--- config.mk ---
export PLATFORM = sky130hd
export DESIGN_NAME = aha_axi_to_sif_burst
export DESIGN_NICKNAME = d
export VERILOG_FILES = /design/src/rtl/aha_axi_to_sif_burst.sv
export SDC_FILE = /design/constraint.sdc
export NUM_CORES = 1
export LEC_CHECK = 0
export ABC_AREA = 0
export BUFFER_PORTS_ARGS = -buffer_cell sky130_fd_sc_hd__clkbuf_2
export CAP_MARGIN = 20
export CORE_ASPECT_RATIO = 0.75
export CORE_MARGIN = 8
export CORE_UTILIZATION = 59
export CTS_CLUSTER_DIAMETER = 40
export DETAILED_ROUTE_END_ITERATION = 16
export GPL_ROUTABILITY_DRIVEN = 0
export PLACE_DENSITY = 0.82
export SLEW_MARGIN = 20
export SYNTH_ARGS = -nofsm -noshare
export SYNTH_HDL_FRONTEND = slang
export SYNTH_SLANG_ARGS = --single-unit
export TNS_END_PERCENT = 10
--- constraint.sdc ---
create_clock -name ACLK -period 10.82 [get_ports ACLK]
set_input_delay 1.623 -clock ACLK [delete_from_list [all_inputs] [get_ports ACLK]]
set_output_delay 1.623 -clock ACLK [all_outputs]
set_load 0.005 [all_outputs]
--- src/rtl/aha_axi_to_sif_burst.sv ---
// Combinational AXI burst address step: FIXED holds, INCR aligns then advances, WRAP folds inside span.
// Latency 0; no flow control.
module aha_axi_addr_gen #(
  parameter int ADDR_WIDTH = 32
) (
  input  logic [ADDR_WIDTH-1:0] addr,
  input  logic [2:0]            size,
  input  logic [7:0]            len,
  input  logic [1:0]            burst,
  output logic [ADDR_WIDTH-1:0] next_addr
);
  logic [ADDR_WIDTH-1:0] bytes;
  logic [ADDR_WIDTH-1:0] span;

  always_comb begin
    bytes = ADDR_WIDTH'(1) << size;
    span  = bytes * (ADDR_WIDTH'(len) + ADDR_WIDTH'(1));
    case (burst)
      2'b00:   next_addr = addr;
      2'b10:   next_addr = (addr & ~(span - ADDR_WIDTH'(1))) | ((addr + bytes) & (span - ADDR_WIDTH'(1)));
      default: next_addr = (addr & ~(bytes - ADDR_WIDTH'(1))) + bytes;
    endcase
  end
endmodule

// Generic synchronous FIFO, head visible combinationally.
// Latency 1 (push to head); push is dropped when full, pop ignored when empty.
module aha_sif_fifo #(
  parameter int WIDTH = 8,
  parameter int DEPTH = 4
) (
  input  logic                     core_clk,
  input  logic                     rst_n,
  input  logic                     push_vld,
  input  logic [WIDTH-1:0]         push_dat,
  input  logic                     pop_rdy,
  output logic [WIDTH-1:0]         head_dat,
  output logic [$clog2(DEPTH):0]   count
);
  localparam int PW = (DEPTH > 1) ? $clog2(DEPTH) : 1;
  localparam int CW = $clog2(DEPTH) + 1;

  logic [WIDTH-1:0] mem [DEPTH];
  logic [PW-1:0]    wr_ptr;
  logic [PW-1:0]    rd_ptr;
  logic             do_push;
  logic             do_pop;

  assign do_push  = push_vld && (count != CW'(DEPTH));
  assign do_pop   = pop_rdy && (count != '0);
  assign head_dat = mem[rd_ptr];

  always_ff @(posedge core_clk) begin
    if (do_push) mem[wr_ptr] <= push_dat;
  end

  always_ff @(posedge core_clk) begin
    if (!rst_n) begin
      wr_ptr <= '0;
      rd_ptr <= '0;
      count  <= '0;
    end else begin
      if (do_push) wr_ptr <= wr_ptr + PW'(1);
      if (do_pop)  rd_ptr <= rd_ptr + PW'(1);
      count <= count + CW'(do_push) - CW'(do_pop);
    end
  end
endmodule

// AXI4 slave to SIF bridge with independent write and read burst engines.
// Latency: W beat -> SIF write +1, AR -> SIF read +1, SIF return -> RVALID +1.
// Backpressure: read issue is credit-limited by RD_FIFO_DEPTH tags; RREADY stalls are absorbed.
module aha_axi_to_sif_burst #(
  parameter int DATA_WIDTH    = 64,
  parameter int ADDR_WIDTH    = 32,
  parameter int ID_WIDTH      = 4,
  parameter int RD_FIFO_DEPTH = 4
) (
  input  logic                    ACLK,
  input  logic                    ARESETn,
  input  logic [ID_WIDTH-1:0]     AWID,
  input  logic [ADDR_WIDTH-1:0]   AWADDR,
  input  logic [7:0]              AWLEN,
  input  logic [2:0]              AWSIZE,
  input  logic [1:0]              AWBURST,
  input  logic                    AWVALID,
  output logic                    AWREADY,
  input  logic [DATA_WIDTH-1:0]   WDATA,
  input  logic [DATA_WIDTH/8-1:0] WSTRB,
  input  logic                    WLAST,
  input  logic                    WVALID,
  output logic                    WREADY,
  output logic [ID_WIDTH-1:0]     BID,
  output logic [1:0]              BRESP,
  output logic                    BVALID,
  input  logic                    BREADY,
  input  logic [ID_WIDTH-1:0]     ARID,
  input  logic [ADDR_WIDTH-1:0]   ARADDR,
  input  logic [7:0]              ARLEN,
  input  logic [2:0]              ARSIZE,
  input  logic [1:0]              ARBURST,
  input  logic                    ARVALID,
  output logic                    ARREADY,
  output logic [ID_WIDTH-1:0]     RID,
  output logic [DATA_WIDTH-1:0]   RDATA,
  output logic [1:0]              RRESP,
  output logic                    RLAST,
  output logic                    RVALID,
  input  logic                    RREADY,
  output logic [ADDR_WIDTH-1:0]   SIF_WR_ADDR,
  output logic                    SIF_WR_EN,
  output logic [DATA_WIDTH/8-1:0] SIF_WR_STRB,
  output logic [DATA_WIDTH-1:0]   SIF_WR_DATA,
  output logic [ADDR_WIDTH-1:0]   SIF_RD_ADDR,
  output logic                    SIF_RD_EN,
  input  logic [DATA_WIDTH-1:0]   SIF_RD_DATA,
  input  logic                    SIF_RD_VALID
);
  localparam int STRB_W   = DATA_WIDTH / 8;
  localparam int SIZE_MAX = $clog2(STRB_W);
  localparam int CNT_W    = $clog2(RD_FIFO_DEPTH) + 1;

  localparam logic [1:0] RESP_OKAY   = 2'b00;
  localparam logic [1:0] RESP_SLVERR = 2'b10;

  localparam logic [1:0] W_IDLE = 2'd0;
  localparam logic [1:0] W_DATA = 2'd1;
  localparam logic [1:0] W_RESP = 2'd2;
  localparam logic [0:0] R_IDLE  = 1'b0;
  localparam logic [0:0] R_ISSUE = 1'b1;

  typedef struct packed {
    logic [ID_WIDTH-1:0] id;
    logic                last;
    logic [1:0]          resp;
  } tag_t;

  function automatic logic burst_illegal(input logic [2:0] size, input logic [7:0] len,
                                         input logic [1:0] burst);
    logic wrap_bad;
    wrap_bad = (burst == 2'b10) &&
               !(len == 8'd1 || len == 8'd3 || len == 8'd7 || len == 8'd15);
    return (size > 3'(SIZE_MAX)) || (burst == 2'b11) || wrap_bad;
  endfunction

  // ---------------- write path ----------------
  logic [1:0]            w_state;
  logic [ID_WIDTH-1:0]   w_id;
  logic [ADDR_WIDTH-1:0] w_addr;
  logic [ADDR_WIDTH-1:0] w_next;
  logic [7:0]            w_len;
  logic [7:0]            w_cnt;
  logic [2:0]            w_size;
  logic [1:0]            w_burst;
  logic                  w_err;
  logic                  w_last_err;
  logic                  w_beat_last;

  aha_axi_addr_gen #(.ADDR_WIDTH(ADDR_WIDTH)) u_w_agen (
    .addr(w_addr), .size(w_size), .len(w_len), .burst(w_burst), .next_addr(w_next)
  );

  assign AWREADY     = (w_state == W_IDLE) && ARESETn;
  assign WREADY      = (w_state == W_DATA);
  assign BVALID      = (w_state == W_RESP);
  assign w_beat_last = (w_cnt == w_len);

  always_ff @(posedge ACLK) begin
    if (!ARESETn) begin
      w_state     <= W_IDLE;
      w_id        <= '0;
      w_addr      <= '0;
      w_len       <= '0;
      w_cnt       <= '0;
      w_size      <= '0;
      w_burst     <= '0;
      w_err       <= 1'b0;
      w_last_err  <= 1'b0;
      BID         <= '0;
      BRESP       <= RESP_OKAY;
      SIF_WR_EN   <= 1'b0;
      SIF_WR_ADDR <= '0;
      SIF_WR_DATA <= '0;
      SIF_WR_STRB <= '0;
    end else begin
      SIF_WR_EN <= 1'b0;
      case (w_state)
        W_IDLE: if (AWVALID) begin
          w_id       <= AWID;
          w_addr     <= AWADDR;
          w_len      <= AWLEN;
          w_size     <= AWSIZE;
          w_burst    <= AWBURST;
          w_err      <= burst_illegal(AWSIZE, AWLEN, AWBURST);
          w_cnt      <= '0;
          w_last_err <= 1'b0;
          w_state    <= W_DATA;
        end
        W_DATA: if (WVALID) begin
          if (!w_err) begin
            SIF_WR_EN   <= 1'b1;
            SIF_WR_ADDR <= w_addr;
            SIF_WR_DATA <= WDATA;
            SIF_WR_STRB <= WSTRB;
          end
          w_addr <= w_next;
          w_cnt  <= w_cnt + 8'd1;
          // Beat count, not WLAST, closes the burst; WLAST disagreement only taints the response.
          if (w_beat_last) begin
            w_state <= W_RESP;
            BID     <= w_id;
            BRESP   <= (w_err || w_last_err || !WLAST) ? RESP_SLVERR : RESP_OKAY;
          end else if (WLAST) begin
            w_last_err <= 1'b1;
          end
        end
        W_RESP: if (BREADY) w_state <= W_IDLE;
        default: w_state <= W_IDLE;
      endcase
    end
  end

  // ---------------- read path ----------------
  logic [0:0]            r_state;
  logic [ID_WIDTH-1:0]   r_id;
  logic [ADDR_WIDTH-1:0] r_addr;
  logic [7:0]            r_len;
  logic [7:0]            r_cnt;
  logic [2:0]            r_size;
  logic [1:0]            r_burst;
  logic                  r_err;

  logic                  r_idle;
  logic                  ar_err;
  logic [ID_WIDTH-1:0]   iss_id;
  logic [ADDR_WIDTH-1:0] iss_addr;
  logic [ADDR_WIDTH-1:0] iss_next;
  logic [7:0]            iss_len;
  logic [7:0]            iss_cnt;
  logic [2:0]            iss_size;
  logic [1:0]            iss_burst;
  logic                  iss_err;
  logic                  iss_last;
  logic                  issue;

  tag_t                  tag_push;
  tag_t                  tag_head;
  logic [CNT_W-1:0]      tag_cnt;
  logic [DATA_WIDTH-1:0] dat_head;
  logic [CNT_W-1:0]      dat_cnt;
  logic                  head_err;
  logic                  r_hs;

  assign r_idle  = (r_state == R_IDLE);
  assign ARREADY = r_idle && ARESETn;
  assign ar_err  = burst_illegal(ARSIZE, ARLEN, ARBURST);

  // The first beat issues straight from the AR channel so SIF_RD_EN follows the handshake by one cycle.
  assign iss_id    = r_idle ? ARID    : r_id;
  assign iss_addr  = r_idle ? ARADDR  : r_addr;
  assign iss_len   = r_idle ? ARLEN   : r_len;
  assign iss_size  = r_idle ? ARSIZE  : r_size;
  assign iss_burst = r_idle ? ARBURST : r_burst;
  assign iss_err   = r_idle ? ar_err  : r_err;
  assign iss_cnt   = r_idle ? 8'd0    : r_cnt;
  assign iss_last  = (iss_cnt == iss_len);
  assign issue     = (tag_cnt < CNT_W'(RD_FIFO_DEPTH)) && ((r_idle && ARVALID) || !r_idle);

  aha_axi_addr_gen #(.ADDR_WIDTH(ADDR_WIDTH)) u_r_agen (
    .addr(iss_addr), .size(iss_size), .len(iss_len), .burst(iss_burst), .next_addr(iss_next)
  );

  always_ff @(posedge ACLK) begin
    if (!ARESETn) begin
      r_state     <= R_IDLE;
      r_id        <= '0;
      r_addr      <= '0;
      r_len       <= '0;
      r_cnt       <= '0;
      r_size      <= '0;
      r_burst     <= '0;
      r_err       <= 1'b0;
      SIF_RD_EN   <= 1'b0;
      SIF_RD_ADDR <= '0;
    end else begin
      SIF_RD_EN <= 1'b0;
      if (issue && !iss_err) begin
        SIF_RD_EN   <= 1'b1;
        SIF_RD_ADDR <= iss_addr;
      end
      case (r_state)
        R_IDLE: if (ARVALID) begin
          r_id    <= ARID;
          r_len   <= ARLEN;
          r_size  <= ARSIZE;
          r_burst <= ARBURST;
          r_err   <= ar_err;
          if (issue) begin
            r_addr  <= iss_next;
            r_cnt   <= 8'd1;
            r_state <= iss_last ? R_IDLE : R_ISSUE;
          end else begin
            r_addr  <= ARADDR;
            r_cnt   <= 8'd0;
            r_state <= R_ISSUE;
          end
        end
        R_ISSUE: if (issue) begin
          r_addr <= iss_next;
          r_cnt  <= r_cnt + 8'd1;
          if (iss_last) r_state <= R_IDLE;
        end
        default: r_state <= R_IDLE;
      endcase
    end
  end

  assign tag_push.id   = iss_id;
  assign tag_push.last = iss_last;
  assign tag_push.resp = iss_err ? RESP_SLVERR : RESP_OKAY;

  aha_sif_fifo #(.WIDTH($bits(tag_t)), .DEPTH(RD_FIFO_DEPTH)) u_tag_fifo (
    .core_clk(ACLK), .rst_n(ARESETn),
    .push_vld(issue), .push_dat(tag_push),
    .pop_rdy(r_hs), .head_dat(tag_head), .count(tag_cnt)
  );

  aha_sif_fifo #(.WIDTH(DATA_WIDTH), .DEPTH(RD_FIFO_DEPTH)) u_dat_fifo (
    .core_clk(ACLK), .rst_n(ARESETn),
    .push_vld(SIF_RD_VALID), .push_dat(SIF_RD_DATA),
    .pop_rdy(r_hs && !head_err), .head_dat(dat_head), .count(dat_cnt)
  );

  // Error beats carry no SIF data, so they are released on the tag alone.
  assign head_err = (tag_head.resp == RESP_SLVERR);
  assign RVALID   = (tag_cnt != '0) && (head_err || (dat_cnt != '0));
  assign r_hs     = RVALID && RREADY;
  assign RID      = RVALID ? tag_head.id   : '0;
  assign RLAST    = RVALID && tag_head.last;
  assign RRESP    = RVALID ? tag_head.resp : RESP_OKAY;
  assign RDATA    = (RVALID && !head_err) ? dat_head : '0;
endmodule

==> flow_summary_export.csv, run 1 <==
group,metric,value,unit
outcome,outcome,"complete, no violations",
sta,worst_pin_slew,1.089,ns
cts,cts_buffers,66,
cts,tritoncts,"yes",
yosys,ys_warn_count,0,
routing,vias,27410,
power_and_ir_drop,vdd_drop_max,0.0002140,V
cts,cts_hold_buffers,0,
critical_path,reg2reg_depth,25,
yosys,synth_top_cells_by_area,"edfxtp_1, dfxtp_1, ha_1",
yosys,yosysMostFrequentCell,"nand2_1",
critical_path,regToRegSetupSlack,2.01,ns
die,rows,74,
sta,fmax,0.1114,GHz
routing,detail_route.drc_violations,0,
yosys,synth_cell_types,98,
yosys,syn_area,32450,um2
sta,rsz0062_at_grt,"false",
yosys,ys_async_sr_fraction,0,%
die,fp.dieArea,62840,um2
sta,setup_viol,0,
cts,path_clk_slew,0.06,ns
yosys,yosysTopAreaCell,"edfxtp_1",
sta,maxSlewViolCount,0,
global_route,antenna_found_initial,5,
critical_path,crit_fanout,10,
cells_and_area,drive_gt1_share,19.62,%
sta,post-route-period-util,82.94,%
flow_run,maxCapViolCount,0,
critical_path,crit_path_end_kind,"register",
critical_path,cp.required,11.36,ns
global_route,grt_use_total,30.92,%
routing,viasPerCell,6.130,
hold_path,hold_path_end,"SIF_WR_DATA[20]$_SDFFE_PN0P_",
die,fp.dieW,286.8,um
global_route,grt_pass1_wl,154000,um
die,initial_core_util,59.60,%
yosys,synth_edf_count,280,
power_and_ir_drop,power.density,181.6,nW/um2
sta,hold_viol,0,
cts,cts_max_level,3,
global_route,overflow,0,
sta,finClkSkew,0.03034,ns
power_and_ir_drop,design_power_total,6.821,mW
cts,cts_setup_buffers,0,
yosys,synth_flop_cell,"dfxtp_1",
cts,clock_latency,0.61,ns
hold_path,min_path_cells,2,
die,pin_count,463,
global_route,grt_max_degree,105,
critical_path,cp-startpoint,"ARLEN[0]",
sta,setup_tns,0,ns
die,core_area,54440,um2
hold_path,min-delay-start,"SIF_WR_DATA[20]$_SDFFE_PN0P_",
hold_path,hp-class,"register to register",
cts,post_cts_resized,0,
cts,clockBufferDepth,3,
critical_path,rr_startpoint,"r_state$_SDFF_PN0_",
critical_path,worst_r2r_endpoint,"r_addr[31]$_SDFFE_PN0P_",
global_route,grt_pass1_vias,26910,
placed_design,dp_hpwl,69820,um
cells_and_area,syn2layout_area_growth,15.77,%
sta,period_needed,8.974,ns
yosys,synth.top_cell.area_share,25.91,%
yosys,synthTopCellsByCount,"nand2_1, dfxtp_1, edfxtp_1, a21oi_1, nor2_1",
cts,clock-root-buffer,"clkbuf_16",
placed_design,port_buffers,460,
yosys,syn-instance-count,3302,
die,fp.dieH,219.1,um
routing,wl,99570,um
routing,firstDrtPassIters,7,
critical_path,startpoint_type,"input port",
critical_path,arrival,9.51,ns
power_and_ir_drop,p_leak,15.04,nW
critical_path,crit_type,"input port to register",
cts,numClockSinks,561,
routing,first_iter_violations,3189,
yosys,ys_ff_latch,561,
routing,ant_nets,0,
yosys,yosysSeqAreaShare,43.25,%
sta,maxSlewHeadroom,27.21,%
yosys,synth.avg_cell_area,9.827,um2
cells_and_area,fin_nets,4194,
routing,routedWlPerCell,22.27,um
## critical path: stages
cell      delay [ns]
clkbuf_2        0.12
mux2i_1         0.65
inv_1           0.23
ha_1            0.30
o21ai_1         0.23
a21oi_1         0.11
xor2_1          0.28
or2_2           0.37
fa_1            0.42
inv_1           0.09
fa_1            0.41
fa_1            0.48
fa_1            0.55
inv_1           0.05
fa_1            0.53
inv_1           0.04
ha_1            0.23
or4_1           0.50
o21ai_0         0.37
a21oi_1         0.29
and4b_1         0.30
o31ai_2         0.41
nand3_2         0.23
nor4_1          0.39
nand4_1         0.17
nand3_1         0.13
## how the worst max path moves through the flow
stage,to,slack [ns]
finish,r_addr[31]$_SDFFE_PN0P_,1.85
global route,r_addr[24]$_SDFFE_PN0P_,1.35
CTS,r_addr[31]$_SDFFE_PN0P_,2.07
detailed placement,r_addr[24]$_SDFFE_PN0P_,1.45
global placement,r_addr[24]$_SDFFE_PN0P_,1.72
floorplan,r_addr[24]$_SDFFE_PN0P_,2.53
## placed cells by master (no fill, tap or decap), drive strengths merged, types with 70 or more instances in the layout
cell type | netlist | final
a21oi | 275 | 275
clkbuf | 123 | 539
dfxtp | 281 | 281
edfxtp | 280 | 280
fa | 95 | 95
ha | 162 | 162
inv | 220 | 235
mux4 | 70 | 70
nand2 | 507 | 507
nor2 | 235 | 235
nor2b | 101 | 101
o21ai | 130 | 130
## kinds of logic (layout without fill, tap and decap cells)
| logic type | Yosys count | count (layout) | share of synthesized area [%] |
|---|---|---|---|
| buf+inv | 395 | 838 | 4.800 |
| xor+xnor | 119 | 119 | 3.212 |
| simple gates | 1120 | 1120 | 15.77 |
| flops | 561 | 561 | 43.25 |
| fa+ha+maj | 257 | 257 | 12.11 |
| other cells | 1 | 6 | 0.01156 |
| mux | 143 | 143 | 7.230 |
| compound gates | 706 | 706 | 13.63 |
## power breakdown
group | total, mW | internal, mW | switching [mW]
logic | 1.88 | 0.742 | 1.13
registers | 2.63 | 2.47 | 0.168
clock network | 2.31 | 1.32 | 0.988
## registers in the layout, summed over array words and instances (netlist names), 4 cells and up, named ones only
register / cells
u_dat_fifo.mem: 256
r_id: 4
SIF_RD_ADDR: 32
SIF_WR_STRB: 8
SIF_WR_DATA: 64
w_id: 4
SIF_WR_ADDR: 32
w_cnt: 8
r_addr: 32
r_cnt: 8
u_tag_fifo.mem: 24
BID: 4
w_len: 8
r_len: 8
## area by class of cell
| cell class | count | area [um2] |
|---|---|---|
| Antenna cell | 4 | 10.01 |
| Clock buffer | 79 | 1782 |
| Clock inverter | 41 | 514.2 |
| Fill cell | 4067 | 16880 |
| Inverter | 227 | 859.6 |
| Multi-Input combinational cell | 2347 | 16900 |
| Sequential cell | 561 | 14040 |
| Tap cell | 722 | 903.4 |
| Timing Repair Buffer | 491 | 2555 |
## per-layer routing
metal  track usage [%]  vias to the layer above  part of all wire, %
li1                  -                    12470                    -
met1             40.40                    13030                   38
met2             49.25                     1677                   46
met3             8.775                      230                   12
met4             11.00                        2                  3.4
met5                 0                        -               0.0070
## per-stage QoR
step                      utilization (%)  area [um2]  hold WS [ns]  setup WS [ns]  instances
after floorplan                         -       32450        0.4329          2.534       3303
after global placement              64.72       35230        0.4408          1.722       4347
after detailed placement            64.72       35230        0.4458          1.452       4347
after CTS                           68.93       37530        0.4539          2.065       4467
after global routing                69.00       37560        0.4719          1.354       4471
final                               69.00       37570        0.4527          1.846       4472
No activity file was read; power rests on OpenSTA's default activity.
==> run 2: changes to the inputs <==
--- a/config.mk
+++ b/config.mk
@@ -10,11 +10,11 @@
 export CAP_MARGIN = 20
 export CORE_ASPECT_RATIO = 0.75
 export CORE_MARGIN = 8
-export CORE_UTILIZATION = 59
+export CORE_UTILIZATION = 53
 export CTS_CLUSTER_DIAMETER = 40
 export DETAILED_ROUTE_END_ITERATION = 16
 export GPL_ROUTABILITY_DRIVEN = 0
-export PLACE_DENSITY = 0.82
+export PLACE_DENSITY = 0.78
 export SLEW_MARGIN = 20
 export SYNTH_ARGS = -nofsm -noshare
 export SYNTH_HDL_FRONTEND = slang
==> constraint.sdc (replaced) <==
create_clock -name ACLK -period 7.88 [get_ports ACLK]
set_input_delay 1.182 -clock ACLK [delete_from_list [all_inputs] [get_ports ACLK]]
set_output_delay 1.182 -clock ACLK [all_outputs]
set_load 0.005 [all_outputs]
==> run 2 against run 1 <==
Via count fell by 0.82%. Clock skew increased by 0.014 ns. Flip-flop and latch count did not move. Sequential share of layout area shrank 0.63 points. Hold slack about the same. Total power grew 40%. Critical path depth is 1 higher. Die area rose by 11%. Wire length decreased by 1.7%. Combinational power grew 40%. Setup slack worse by 1.5 ns. Design area increased by 1.7%. Largest cell class unchanged.
==> flow_summary_export.csv, run 2 (synthesis gave the netlist of run 1 again) <==
group,metric,value,unit
global_route,antenna_found_initial,10,
hold_path,min-delay-start,"SIF_WR_DATA[59]$_SDFFE_PN0P_",
routing,wl,97930,um
sta,setup_ws,0.3639,ns
cells_and_area,reg_top3,"u_dat_fifo.mem (256), SIF_WR_DATA (64)",
routing,routedWlPerCell,21.23,um
critical_path,arrival,8.02,ns
power_and_ir_drop,p_leak,15.35,nW
placed_design,dp.cells,4478,
cts,numClockSinks,561,
cells_and_area,design_area,38210,um2
routing,viasPerCell,5.894,
placed_design,placed_cell_area,35730,um2
hold_path,min_path_cells,2,
critical_path,rr_startpoint,"r_state$_SDFF_PN0_",
critical_path,worst_r2r_endpoint,"r_addr[24]$_SDFFE_PN0P_",
cts,tritoncts,"yes",
global_route,grt_use_total,27.36,%
die,core_area,60510,um2
sta,hold_viol,0,
global_route,grt_max_degree,92,
hold_path,hold_path_end,"SIF_WR_DATA[59]$_SDFFE_PN0P_",
cells_and_area,fin_nets,4250,
sta,fmax,0.1330,GHz
die,initial_core_util,53.63,%
sta,maxSlewViolCount,0,
cts,cts_max_level,3,
critical_path,crit_type,"register to register",
die,rows,78,
critical_path,reg2reg_depth,27,
cts,clock-root-buffer,"clkbuf_16",
cells_and_area,fill_cells,4887,
global_route,overflow,0,
critical_path,regToRegSetupSlack,0.36,ns
critical_path,crit_path_end_kind,"register",
die,fp.dieArea,69480,um2
global_route,grt_pass1_wl,151400,um
critical_path,crit_fanout,29,
cells_and_area,top_register,"u_dat_fifo.mem",
cells_and_area,layout.cells.non_filler,4613,
cts,cts_setup_buffers,0,
cts,post_cts_resized,0,
routing,first_iter_violations,2934,
die,fp.dieW,301.7,um
sta,maxSlewHeadroom,26.82,%
sta,period_needed,7.516,ns
sta,worst_pin_slew,1.095,ns
sta,post-route-period-util,95.38,%
power_and_ir_drop,power.density,250.4,nW/um2
outcome,outcome,"complete, no violations",
power_and_ir_drop,p_int,6.421,mW
cells_and_area,post-route-util,63.15,%
sta,whs,0.4525,ns
power_and_ir_drop,vdd_drop_max,0.0001711,V
cells_and_area,drive_gt1_share,20.81,%
flow_run,maxCapViolCount,0,
cts,cts_hold_buffers,0,
placed_design,dp_hpwl,69940,um
power_and_ir_drop,sw_frac_of_total,32.89,%
cells_and_area,syn2layout_area_growth,17.76,%
sta,setup_viol,0,
routing,detail_route.drc_violations,0,
global_route,grt_pass1_vias,26640,
power_and_ir_drop,design_power_total,9.567,mW
power_and_ir_drop,p_clk_share,34.8,%
power_and_ir_drop,p_switching,3.146,mW
critical_path,slowest_delay,0.60,ns
cts,clockBufferDepth,3,
sta,finClkSkew,0.04390,ns
critical_path,cp_slowest_cell,"dfxtp_4",
cts,cts_buffers,70,
cells_and_area,final_common_cell,"nand2_1",
cts,clock_latency,0.63,ns
routing,ant_nets,0,
routing,vias,27190,
die,pin_count,463,
cells_and_area,mostFrequentLayoutCells,"nand2_1, clkbuf_2, edfxtp_1",
die,fp.dieH,230.3,um
power_and_ir_drop,seq_power_share,37.7,%
critical_path,cp.required,8.39,ns
placed_design,port_buffers,460,
power_and_ir_drop,combPwrFrac,27.5,%
hold_path,hp-class,"register to register",
sta,rsz0062_at_grt,"false",
cells_and_area,largest_reg_flops,256,
cts,path_clk_slew,0.06,ns
placed_design,pre_cts_ws,-0.05883,ns
routing,firstDrtPassIters,9,
critical_path,startpoint_type,"register",
sta,setup_tns,0,ns
## run 2: worst max path at each step
stage	depth (start not counted)	start	to	slack, ns
after floorplan	26	ARLEN[0]	r_addr[24]$_SDFFE_PN0P_	0.04
after global placement	28	ARLEN[0]	r_addr[24]$_SDFFE_PN0P_	0.05
after detailed placement	28	ARLEN[0]	r_addr[24]$_SDFFE_PN0P_	-0.06
after CTS	27	r_state$_SDFF_PN0_	r_addr[24]$_SDFFE_PN0P_	0.46
after global routing	24	r_state$_SDFF_PN0_	r_addr[24]$_SDFFE_PN0P_	0.03
final	27	r_state$_SDFF_PN0_	r_addr[24]$_SDFFE_PN0P_	0.36
## run 2: critical path, delay by kind of cell, from the launching register on
kind	cells	cell delay, ns
flops	1	0.60
mux	1	0.35
buf+inv	7	0.67
fa+ha+maj	6	2.94
xor+xnor	2	0.33
simple gates	6	1.01
compound gates	5	1.48
## run 2: cell type report
class | count | area, um2 | share of cell area, %
diodes | 7 | 17.52 | 0.04584
well taps | 800 | 1001 | 2.620
multi-input cells | 2347 | 16910 | 44.24
clock inverters | 47 | 638.1 | 1.670
flip-flops and latches | 561 | 14040 | 36.75
inverters | 227 | 859.6 | 2.250
repair buffers | 543 | 2925 | 7.656
clock buffers | 81 | 1823 | 4.771
## run 2: power by group through the flow
| stage | registers (mW) | logic, mW | clock network (mW) |
|---|---|---|---|
| floorplan | 3.56 | 1.75 | 0 |
| global placement | 3.64 | 2.52 | 0 |
| detailed placement | 3.65 | 2.57 | 0 |
| CTS | 3.60 | 2.60 | 3.38 |
| global route | 3.63 | 2.89 | 3.49 |
| finish | 3.61 | 2.63 | 3.33 |
## run 2: routing by layer
metal	up-vias	track usage (%)	part of all wire (%)
met5	-	0	0.055
met2	1431	42.59	45
met1	13000	36.74	41
li1	12580	-	-
met4	8	7.870	2.5
met3	173	8.365	12
